[src/rtl/uart_rx_byte.sv]
// 8N1 UART receiver: two-flop line sync, centre-sampled bits, LSB first.
// Emits rx_dv on a good stop bit, rx_frame_err on a low stop bit.
module uart_rx_byte #(
  parameter int CLKS_PER_BIT = 87,
  parameter int CNT_W        = 16
) (
  input  logic       clk,
  input  logic       rst,
  input  logic       rx_serial,
  output logic       rx_dv,
  output logic [7:0] rx_byte,
  output logic       rx_frame_err,
  output logic       rx_busy
);

  localparam int HALF = (CLKS_PER_BIT - 1) / 2;
  // START counts from the cycle after detection, so the centre is one earlier
  localparam logic [CNT_W-1:0] CNT_MID  = CNT_W'(HALF - 1);
  localparam logic [CNT_W-1:0] CNT_LAST = CNT_W'(CLKS_PER_BIT - 1);

  typedef enum logic [2:0] {
    IDLE,
    START,
    DATA,
    STOP,
    BRK
  } state_t;

  state_t           state_q, state_d;
  logic [CNT_W-1:0] cnt_q, cnt_d;
  logic [2:0]       idx_q, idx_d;
  logic [7:0]       shift_q, shift_d;
  logic [7:0]       byte_d;
  logic             dv_d, ferr_d;
  logic             rx_m, rx_s;

  always_comb begin
    state_d = state_q;
    cnt_d   = cnt_q + 1'b1;
    idx_d   = idx_q;
    shift_d = shift_q;
    byte_d  = rx_byte;
    dv_d    = 1'b0;
    ferr_d  = 1'b0;
    unique case (state_q)
      IDLE: begin
        cnt_d = '0;
        if (!rx_s) state_d = START;
      end
      START: begin
        if (cnt_q == CNT_MID) begin
          cnt_d   = '0;
          idx_d   = '0;
          state_d = rx_s ? IDLE : DATA;
        end
      end
      DATA: begin
        if (cnt_q == CNT_LAST) begin
          cnt_d          = '0;
          shift_d[idx_q] = rx_s;
          idx_d          = idx_q + 3'd1;
          if (idx_q == 3'd7) state_d = STOP;
        end
      end
      STOP: begin
        if (cnt_q == CNT_LAST) begin
          cnt_d = '0;
          if (rx_s) begin
            byte_d  = shift_q;
            dv_d    = 1'b1;
            state_d = IDLE;
          end else begin
            ferr_d  = 1'b1;
            state_d = BRK;
          end
        end
      end
      BRK: begin
        cnt_d = '0;
        if (rx_s) state_d = IDLE;
      end
      default: begin
        cnt_d   = '0;
        state_d = IDLE;
      end
    endcase
  end

  always_ff @(posedge clk) begin
    if (rst) begin
      rx_m         <= 1'b1;
      rx_s         <= 1'b1;
      state_q      <= IDLE;
      cnt_q        <= '0;
      idx_q        <= '0;
      shift_q      <= '0;
      rx_byte      <= '0;
      rx_dv        <= 1'b0;
      rx_frame_err <= 1'b0;
      rx_busy      <= 1'b0;
    end else begin
      rx_m         <= rx_serial;
      rx_s         <= rx_m;
      state_q      <= state_d;
      cnt_q        <= cnt_d;
      idx_q        <= idx_d;
      shift_q      <= shift_d;
      rx_byte      <= byte_d;
      rx_dv        <= dv_d;
      rx_frame_err <= ferr_d;
      rx_busy      <= (state_d != IDLE);
    end
  end

endmodule

[config.mk]
export PLATFORM = sky130hd
export DESIGN_NAME = uart_rx_byte
export DESIGN_NICKNAME = d
export VERILOG_FILES = /design/src/rtl/uart_rx_byte.sv
export SDC_FILE = /design/constraint.sdc
export NUM_CORES = 1
export LEC_CHECK = 0
export CAP_MARGIN = 20
export CORE_MARGIN = 2
export CORE_UTILIZATION = 35
export CTS_CLUSTER_SIZE = 24
export DETAILED_ROUTE_END_ITERATION = 6
export SYNTH_ARGS = -nofsm -noshare
export SYNTH_HDL_FRONTEND = slang
export SYNTH_SLANG_ARGS = --single-unit
[constraint.sdc]
create_clock -name clk -period 4.25 [get_ports clk]
set_input_delay 0.425 -clock clk [delete_from_list [all_inputs] [get_ports clk]]
set_output_delay 0.425 -clock clk [all_outputs]
set_load 0.05 [all_outputs]
==> impl_summary.log, run 1 <==
[metrics] relative max-transition margin: 0.340
[metrics] Worst path depth: 4
[metrics] num rows: 28
[metrics] largest fanout on the critical path: 23
[metrics] largest net degree at the start of global routing: 29
[metrics] peak supply drop: 0.000197 V
[metrics] proportion of register bits with asynchronous set or reset after synthesis: 0
[metrics] Post-Syn Instances: 247
[metrics] CTS H-Tree Depth: 2
[metrics] outcome: finished, final reports clean
[metrics] share of the synthesized area in the top cell type: 0.408
[metrics] count of cell types in the netlist: 42
[metrics] post-layout minimum cycle time: 2.37 ns
[metrics] Ant. Diodes: 0
[metrics] crit end category: register
[metrics] number of antenna violations at the first check in global routing: 0
[metrics] Die Span X: 81.7 um
[metrics] Data required, critical path: 4.42 ns
[metrics] Core Area: 5890 um^2
[metrics] number of buffers inserted to repair setup after CTS: 0
[metrics] cell at the slowest stage of the critical path: sky130_fd_sc_hd__or4_4
[metrics] initial drt markers: around 130
[metrics] gr usage total: 0.148
[metrics] placer's final routability congestion estimate: around 0.81
[metrics] area added between synthesis and finish: 11.6%
[metrics] area occupied by registers: 861 um^2
[metrics] clock transition at the registers of the reported paths: 0.08 ns
[metrics] Total Wirelength: 4.45 mm
[metrics] CP arrival: 2.54 ns
[metrics] number of buffers inserted by port buffering: 13
[metrics] Post-DP HPWL: 2.94 mm
[metrics] register area share after synthesis: 0.408
[metrics] Longest Clk Path Bufs: 2
[metrics] multi-input combinational cell area: ~1100 um^2
[metrics] die height: 81.7 um
[metrics] clock tree sinks: 43
[metrics] number of buffers inserted for hold repair after clock tree synthesis: 0
[metrics] total number of vias: 1779
[metrics] Avg Synthesized Cell Area: 8.55 um^2
[metrics] setup slack on the worst flop-to-flop path: 1.88 ns
[metrics] max-capacitance violation count: 0
[metrics] final clock period utilization by the worst path: 0.558
[metrics] final net count: 259
[metrics] maximum operating frequency: 0.422 GHz
[metrics] number of enable-type register cells in the synthesized netlist: 0
[metrics] number of nets produced by synthesis: 254
[metrics] start point of the critical path: cnt_q[11]$_SDFF_PP0_
[metrics] cell taking the most area after synthesis: sky130_fd_sc_hd__dfxtp_1
[metrics] Max Clock Skew: between 0.01 and 0.015 ns
[metrics] pwr/cell area: 304 nW/um^2
[metrics] Crit Reg-Reg Startpoint: cnt_q[11]$_SDFF_PP0_
[metrics] Die Outline Area: 6670 um^2
[metrics] vias per inst: around 5.4
[metrics] clk root buf: sky130_fd_sc_hd__clkbuf_8
[metrics] final cell utilization of the core: 0.401
[metrics] top-level port count: 14
[metrics] Fin Setup TNS: 0 ns
[metrics] fill cell instance count of the final layout: 598
[metrics] number of endpoints failing setup at the final stage: 0
[metrics] category of the most critical setup path: reg2reg
[metrics] Reg2Reg Depth: 4
[metrics] crit-path cells: or4_1 -> or4_4 -> a22oi_4 -> nor2_1
[metrics] unrepaired setup endpoints after global routing: false
[metrics] first-pass GRT wire length: 7.64 mm
[metrics] number of design rule violations left after detail routing: 0
[metrics] Least-Margin Pin Slew: 0.987 ns
[metrics] Starting Density: 0.359
[metrics] Yosys Warn Count: 0
[metrics] final number of max-transition violations: 0
[metrics] number of global-route vias before repair: 1621
[metrics] ratio of cells with drive above 1 in the final layout: 0.0751
[metrics] Hold Fails Final Rpt: 0
[metrics] gr ovfl total: 0
[metrics] total of cells resized after clock tree synthesis: 0
[metrics] number of detailed-route iterations in the first pass: 4
[metrics] Critical path buffers and inverters: 0
[metrics] CTS tree: yes
[metrics] leakage component of the power: 0.735 nW
[metrics] WL/cell: 13.6 um
[metrics] remaining antenna violation count: 0
[metrics] Final WS setup: 1.88 ns
[metrics] clock latency reported for the late side of the worst-skew pair: 0.31 ns
[metrics] Cell Area, Synth: 2110 um^2
[metrics] Synth Register Bits: 43
[metrics] HP Class: reg2reg
[metrics] Worst R2R End: cnt_q[12]$_SDFF_PP0_
[metrics] Top Family by Delay on Critical Path: simple AND/OR/NAND/NOR gates
[metrics] leading cell types by total area after synthesis: sky130_fd_sc_hd__dfxtp_1 (41%), sky130_fd_sc_hd__nand4_1 (5.6%), sky130_fd_sc_hd__a21oi_1 (5.5%)
[metrics] dominant register cell in the synthesized netlist: sky130_fd_sc_hd__dfxtp_1
[metrics] slowest cell delay on critical path: approximately 0.73 ns
[metrics] total CTS buffers: 5
[metrics] kind of start point of the critical path: register
[metrics] worst slack at placement: 1.85 ns
[metrics] critical path capture point: cnt_q[12]$_SDFF_PP0_
-- registers in the layout, indices dropped and copies added, names as in the netlist --
register	flops
state_q	3
cnt_q	16
rx_s	1
rx_busy	1
rx_frame_err	1
idx_q	3
rx_dv	1
rx_m	1
rx_byte	8
shift_q	8
-- cell usage in the layout (no fill, tap or decap), drive strengths merged, types with 2 or more instances in the layout --
| master | instances |
|---|---|
| inv | 3 |
| and3b | 2 |
| a21oi | 24 |
| xor2 | 9 |
| ha | 4 |
| or3 | 2 |
| or2 | 3 |
| and4 | 2 |
| nand4bb | 2 |
| o21ai | 18 |
| mux2i | 2 |
| nand3 | 9 |
| nor2b | 2 |
| and3 | 5 |
| clkdlybuf4s50 | 13 |
| nor2 | 20 |
| nand2b | 5 |
| nand4 | 19 |
| nand3b | 3 |
| nor4 | 3 |
| nor3b | 5 |
| o41ai | 2 |
| clkbuf | 7 |
| dfxtp | 43 |
| o31ai | 3 |
| or4 | 7 |
| nor3 | 6 |
| and2 | 3 |
| nand2 | 17 |
-- cells by family (layout without fill, tap and decap cells) --
logic type | Yosys count | after routing | share of synthesized area
and+or+nand+nor | 118 | 118 | 0.327
AOI/OAI and AO/OA | 50 | 50 | 0.137
DFF | 43 | 43 | 0.408
buffers and inverters | 19 | 25 | 0.0480
xor gates and xnor gates | 10 | 10 | 0.0415
adders and majority gates | 4 | 4 | 0.0237
muxes | 3 | 3 | 0.0148
-- power breakdown --
part / leakage (nW) / internal (mW) / switching (mW)
Sequential: 0.347 / 0.405 / 0.00388
Clock: 0.0505 / 0.148 / 0.141
Combinational: 0.338 / 0.00703 / 0.0108
-- cell usage after synthesis, drive strengths merged (3+ instances only) --
master / instances
buf: 5
a21oi: 24
nand4: 19
nor2: 20
nand3b: 3
nor3: 6
nand2b: 5
clkbuf: 11
inv: 3
nor3b: 5
and3: 5
nand3: 9
nor4: 3
or2: 3
dfxtp: 43
o21ai: 18
o31ai: 3
nand2: 17
or4: 7
xor2: 9
ha: 4
and2: 3
-- per-layer routing --
layer  vias to the layer above  global-route usage  wire length [um]
met5                         -                   0                 0
met4                         0              0.0400                35
met3                         5              0.0495               131
met2                        22               0.232              2030
met1                       840               0.196              2260
li1                        912                   -                 -
-- worst min path at each step --
stage | depth (start not counted) | start | endpoint | slack (ns)
after CTS | 1 | rx_m$_SDFF_PP1_ | rx_s$_SDFF_PP1_ | 0.42
after global routing | 1 | rx_m$_SDFF_PP1_ | rx_s$_SDFF_PP1_ | 0.43
after global placement | 1 | rx_m$_SDFF_PP1_ | rx_s$_SDFF_PP1_ | 0.40
final | 1 | rx_m$_SDFF_PP1_ | rx_s$_SDFF_PP1_ | 0.42
after floorplan | 1 | rx_m$_SDFF_PP1_ | rx_s$_SDFF_PP1_ | 0.39
after detailed placement | 1 | rx_m$_SDFF_PP1_ | rx_s$_SDFF_PP1_ | 0.40
-- stage by stage --
step / hold WS, ns / area, um^2 / power, mW / std cells
finish: 0.417 / 2360 / 0.716 / 328
global route: 0.433 / 2360 / 0.751 / 328
CTS: 0.421 / 2360 / 0.727 / 328
detailed placement: 0.397 / 2250 / 0.436 / 320
global placement: 0.400 / 2250 / 0.436 / 320
floorplan: 0.389 / 2110 / 0.431 / 247
-- final cells by class --
| type | count | area share |
|---|---|---|
| Inverter | 3 | 0.00478 |
| Tap cell | 75 | 0.0398 |
| Clock buffer | 7 | 0.0409 |
| Timing Repair Buffer | 14 | 0.0584 |
| Clock inverter | 1 | 0.00318 |
| Sequential cell | 43 | 0.365 |
| Multi-Input combinational cell | 185 | 0.488 |
(Power assumes the default switching activity.)
==> inputs of run 2 (changes only) <==
clock period = 2.4 ns   (was 4.25 ns; I/O delays follow)
==> impl_summary.log, run 2 (synthesized netlist as in run 1, its figures left out) <==
[metrics] first-pass GRT wire length: 7.22 mm (-5.5%)
[metrics] register name with the most flops: cnt_q
[metrics] number of buffers inserted to repair setup after CTS: 0 (unchanged)
[metrics] crit end category: register
[metrics] Core Area: 5890 um^2 (unchanged)
[metrics] met1 wire length: 2.32 mm (+2.7%)
[metrics] Ant. Diodes: 0 (unchanged)
[metrics] vias per inst: 5.30 (-2.3%)
[metrics] top routing layer in use: met4
[metrics] number of buffers inserted by port buffering: 13 (unchanged)
[metrics] number of global-route vias before repair: 1542 (-4.9%)
[metrics] number of endpoints failing setup at the final stage: 0 (unchanged)
[metrics] number of design rule violations left after detail routing: 0 (unchanged)
[metrics] clk root buf: sky130_fd_sc_hd__clkbuf_8
[metrics] category of the most critical setup path: reg2reg
[metrics] area added between synthesis and finish: 15.9%
[metrics] CP arrival: 2.43 ns (-0.11 ns)
[metrics] worst slack at placement: 0.107 ns (-1.75 ns)
[metrics] kind of start point of the critical path: register
[metrics] total of cells resized after clock tree synthesis: 0 (unchanged)
[metrics] pwr/cell area: 517 nW/um^2 (+70%)
[metrics] Starting Density: 0.359 (unchanged)
[metrics] HP Class: reg2reg
[metrics] clock tree sinks: 43 (unchanged)
[metrics] Hold Fails Final Rpt: 0 (unchanged)
[metrics] final cell utilization of the core: 0.416 (+0.0155)
[metrics] number of detailed-route iterations in the first pass: 6 (+2)
[metrics] CTS H-Tree Depth: 2 (unchanged)
[metrics] Final Instance Count excl. Fillers: 338 (+3.0%)
[metrics] largest fanout on the critical path: 16 (-30%)
[metrics] Die Outline Area: 6670 um^2 (unchanged)
[metrics] Detail Route met2 WL: 1.97 mm (-3.1%)
[metrics] Total Wirelength: 4.42 mm (-0.81%)
[metrics] commonest non-fill, non-tap cell in the layout: sky130_fd_sc_hd__dfxtp_1
[metrics] final number of max-transition violations: 0 (unchanged)
[metrics] remaining antenna violation count: 0 (unchanged)
[metrics] number of buffers inserted for hold repair after clock tree synthesis: 0 (unchanged)
[metrics] total number of vias: 1791 (+0.67%)
[metrics] Min Hold Slack: 0.421 ns (+0.00383 ns)
[metrics] clock transition at the registers of the reported paths: 0.08 ns (about the same)
[metrics] Post-DP HPWL: 3.07 mm (+4.4%)
[metrics] Final WS setup: 0.141 ns (-1.74 ns)
[metrics] Longest Clk Path Bufs: 2 (unchanged)
[metrics] final standard cell area without fillers: 2450 um^2 (+3.9%)
[metrics] maximum operating frequency: 0.443 GHz (+4.9%)
[metrics] post-layout minimum cycle time: 2.26 ns (-0.112 ns)
[metrics] Fin Setup TNS: 0 ns (unchanged)
[metrics] placer's final routability congestion estimate: 0.756 (-6.5%)
[metrics] Least-Margin Pin Slew: 0.531 ns (-0.456 ns)
[metrics] max FFs per register: 16 (unchanged)
[metrics] cell area after placement: 2340 um^2 (+3.9%)
[metrics] die height: 81.7 um (unchanged)
[metrics] met3 wire length: 103 um (-21%)
[metrics] largest net degree at the start of global routing: 28 (-3.4%)
[metrics] largest registers ranked by flip-flop count: cnt_q x16, rx_byte x8, shift_q x8
[metrics] gr ovfl total: 0 (unchanged)
[metrics] Max Clock Skew: 0.0102 ns (-0.00465 ns)
[metrics] number of antenna violations at the first check in global routing: 0 (unchanged)
[metrics] ratio of cells with drive above 1 in the final layout: 0.114 (+0.0390)
[metrics] final net count: 269 (+3.9%)
[metrics] relative max-transition margin: 0.645 (+0.305)
[metrics] leakage component of the power: 0.792 nW (+7.7%)
[metrics] num rows: 28 (unchanged)
[metrics] total CTS buffers: 5 (unchanged)
[metrics] gr usage total: 0.137 (-0.0108)
[metrics] peak supply drop: 0.000288 V (+46%)
[metrics] final clock period utilization by the worst path: 0.941 (+0.383)
[metrics] unrepaired setup endpoints after global routing: false
[metrics] power after layout: 1.27 mW (+77%)
[metrics] top-level port count: 14 (unchanged)
[metrics] clock latency reported for the late side of the worst-skew pair: 0.29 ns (-0.02 ns)
[metrics] Data required, critical path: 2.58 ns (-1.84 ns)
[metrics] outcome: finished, final reports clean
[metrics] most frequent cells in the layout: sky130_fd_sc_hd__dfxtp_1 (43), sky130_fd_sc_hd__a21oi_1 (23), sky130_fd_sc_hd__nor2_1 (20), sky130_fd_sc_hd__nand4_1 (19), sky130_fd_sc_hd__o21ai_0 (18)
[metrics] max-capacitance violation count: 0 (unchanged)
[metrics] fill cell instance count of the final layout: 599 (+0.17%)
[metrics] Die Span X: 81.7 um (unchanged)
[metrics] CTS tree: yes
[metrics] DP Cell Count: 330 (+3.1%)
[metrics] initial drt markers: 129 (-2.3%)
[metrics] WL/cell: 13.1 um (-3.7%)
[run 2: changes by cell type in the layout (fill, tap and decap cells not counted), sizes merged]
cell  before  now
buf        1   11
[run 2: area by class of cell]
class | instances | area (um^2) | share of cell area
Tap cell | 75 | 93.8 | 0.0383
Multi-Input combinational cell | 185 | 1150 | 0.471
Inverter | 3 | 11.3 | 0.00460
Sequential cell | 43 | 861 | 0.352
Timing Repair Buffer | 24 | 225 | 0.0920
Clock buffer | 7 | 96.3 | 0.0393
Clock inverter | 1 | 7.51 | 0.00307
[run 2: power by group]
part | total, mW | internal, mW | leakage (nW) | switching (mW)
logic | 0.0347 | 0.0149 | 0.395 | 0.0198
registers | 0.724 | 0.717 | 0.347 | 0.00691
clock network | 0.508 | 0.262 | 0.0505 | 0.246
total | 1.27 | 0.994 | 0.792 | 0.273
[run 2: worst paths after layout]
kind | depth (start not counted) | from | slack [ns] | endpoint
worst max register to register | 5 | cnt_q[1]$_SDFF_PP0_ | 0.14 | shift_q[6]$_SDFFE_PP0P_
worst min register to register | 1 | rx_m$_SDFF_PP1_ | 0.42 | rx_s$_SDFF_PP1_
worst min-delay path | 1 | rx_m$_SDFF_PP1_ | 0.42 | rx_s$_SDFF_PP1_
worst max-delay path | 5 | cnt_q[1]$_SDFF_PP0_ | 0.14 | shift_q[6]$_SDFFE_PP0P_
[run 2: routing by layer]
metal / vias to the layer above / track usage
met5: - / 0
met2: 14 / 0.211
met3: 4 / 0.0297
li1: 932 / -
met4: 0 / 0.0350
met1: 841 / 0.196
[run 2: worst max-delay path, stage by stage (launching register included)]
cell and delay (ns):
sky130_fd_sc_hd__dfxtp_1 0.39, sky130_fd_sc_hd__ha_1 0.19, sky130_fd_sc_hd__or4bb_1 0.51, sky130_fd_sc_hd__or4_4 0.56, sky130_fd_sc_hd__o41ai_1 0.38, sky130_fd_sc_hd__a21oi_1 0.10
==> variant: new RTL, flow settings as in run 2 <==
Set the parameter `CNT_W` to 32 (it was 16).
--- a/src/rtl/uart_rx_byte.sv
+++ b/src/rtl/uart_rx_byte.sv
@@ -3,5 +3,5 @@
 module uart_rx_byte #(
   parameter int CLKS_PER_BIT = 87,
-  parameter int CNT_W        = 16
+  parameter int CNT_W        = 32
 ) (
   input  logic       clk,
Formal check against the unedited RTL: no difference found for any inputs over 10 cycles, from zero or initial values and one cycle with rst high; that may be too few to reach the edited logic, so the function may still have changed.
==> variant against run 2 <==
  * First-iteration DRC count up 2.3%
  * Synthesized area grew 32%
  * Sequential cell count grew 16
  * Clock skew down 0.0033 ns
  * Wire length up 22%
  * Design area rose by 31%
  * Setup slack improved by 0.22 ns
  * Utilization about the same
  * Sequential share of layout area grew 1.6 points
  * Total power is 61% higher
  * Final cell count grew 26%
  * Non-clock buffer count is 8 lower
  * Synthesized cell count up 23%
  * Critical path type unchanged
==> variant: results (changes against run 2) <==
- Status: completed
- Total sequential power: 1.00 mW (+38%)
- Total clock buffers created by CTS: 9 (+4)
- Dominant cells by area after synthesis: dfxtp_1 (42%), nor2_1 (7.4%), xor2_1 (6.6%)
- H-Tree Depth: 3 (+1)
- Hold_buf cts: 0 (unchanged)
- Placed insts: 410 (+24%)
- Resized cells post-CTS: 0 (unchanged)
- HPWL Detailed: 3.70 mm (+21%)
- Reg2reg path depth: 8 (+3)
- Largest net degree at the start of global routing: 33 (+18%)
- Mux share of post-synthesis cell area: 4.32% (+2.8 points)
- Root Driver: clkbuf_8
- Cell variety after synth: 46 (+9.5%)
- Reg-to-Reg Start: cnt_q[0]$_SDFF_PP0_
- GP Congestion: 0.815 (+7.8%)
- DRT iter0 DRCs: 132 (+2.3%)
- Total track usage: 14.0% (+0.25 points)
- Skew final: 0.00690 ns (-0.00326 ns)
- FF-to-FF setup slack: 0.37 ns (+0.22 ns)
- Clk_lat worst skew: 0.34 ns (+0.05 ns)
- Vias per cell: 4.96 (-6.4%)
- Placed cell area: 3000 sq um (+28%)
- Global-route wire length before repair: 9.67 mm (+34%)
- Worst-path fanout max: 32 (+16)
- Worst Path Arrival: 2.26 ns (-0.17 ns)
- Post-synthesis compound-gate area fraction: 6.21% (-7.5 points)
- Setup crit start: cnt_q[0]$_SDFF_PP0_
- Min-delay worst type: reg -> reg
- Adder-cell area share of the yosys netlist: 1.80% (-0.57 points)
- Slew margin rel.: 53.5% (-11 points)
- CP endpoint: cnt_q[5]$_SDFF_PP0_
- WL/cell: 12.7 um (-3.1%)
- Cell Int Power: 1.59 mW (+60%)
- Non-Filler Instances: 426 (+26%)
- Synth Area in XOR/XNOR: 9.45% (+5.3 points)
- Syn_area_per_cell: 9.15 sq um (+7.0%)
- Worst-path clk slew: 0.06 ns (-0.02 ns)
- TritonRoute pass-1 iters: 4 (-2)
- Net Count, Synth: 311 (+22%)
- Leakage power: 1.16 nW (+46%)
- Clk. pwr: 0.947 mW (+86%)
- Filler instances: 768 (+28%)
- Layout Nets: 326 (+21%)
- Biggest regs: cnt_q: 32 flops, rx_byte: 8 flops, shift_q: 8 flops
- Register area share after synthesis: 42.5% (+1.7 points)
- Buffers on Ports: 13 (unchanged)
- Maximum VDD drop: 0.261 mV (-9.5%)
- Initial antenna violation count: 0 (unchanged)
- Async S/R FF share, synth: 0% (unchanged)
- Share of cells above drive strength 1: 12.0% (+0.63 points)
- Post-synth top cells: dfxtp_1 (59), nor2_1 (55), xor2_1 (21)
-- variant: changes by cell type in the layout (fill, tap and decap cells not counted), moves of 5 or more --
cell             run 2  this run
a21oi_1             23         2
buf_4               10         2
clkbuf_8             7        12
dfxtp_1             43        59
inv_1                3         8
mux2i_1              2        12
nand3_1              9        16
nor2_1              20        55
nor2b_1              2         7
o21ai_0             18         6
xnor2_1              1         9
xor2_1               9        21
-- variant: cell type report --
class                   count  share of cell area [%]
inverters                   8                   0.934
multi-input cells         225                    46.6
repair buffers             16                    5.14
flip-flops and latches     59                    36.7
clock inverters             3                    1.40
clock buffers              13                    5.25
well taps                 102                    3.97
-- variant: worst min-delay path by stage --
stage	end	slack, ns	cells after the start
2_1_floorplan	rx_m$_SDFF_PP1_	0.34	1
3_3_place_gp	rx_s$_SDFF_PP1_	0.40	1
3_5_place_dp	rx_s$_SDFF_PP1_	0.40	1
4_1_cts	rx_s$_SDFF_PP1_	0.41	1
5_1_grt	rx_s$_SDFF_PP1_	0.43	1
6_report	rx_s$_SDFF_PP1_	0.41	1
-- variant: stage by stage --
stage,setup slack [ns],power [mW],utilization (%)
6_report,0.365,2.03,41.6
3_3_place_gp,0.390,1.11,38.8
3_5_place_dp,0.346,1.11,38.8
4_1_cts,0.330,2.06,41.6
2_1_floorplan,0.715,1.09,-
5_1_grt,0.166,2.12,41.6
-- variant: routing by layer --
| metal | GRT usage, % | wire length, um |
|---|---|---|
| met1 | 17.6 | 2630 |
| met2 | 22.2 | 2470 |
| met3 | 4.83 | 187 |
| met4 | 5.02 | 97 |
| met5 | 0 | 0 |
-- variant: critical path: stages (launching register included) --
cell     delay, ns
dfxtp_1       0.33
inv_1         0.06
ha_1          0.13
nor4b_2       0.23
and4_2        0.33
nand3_2       0.25
a32oi_4       0.31
buf_12        0.22
nor2_1        0.07
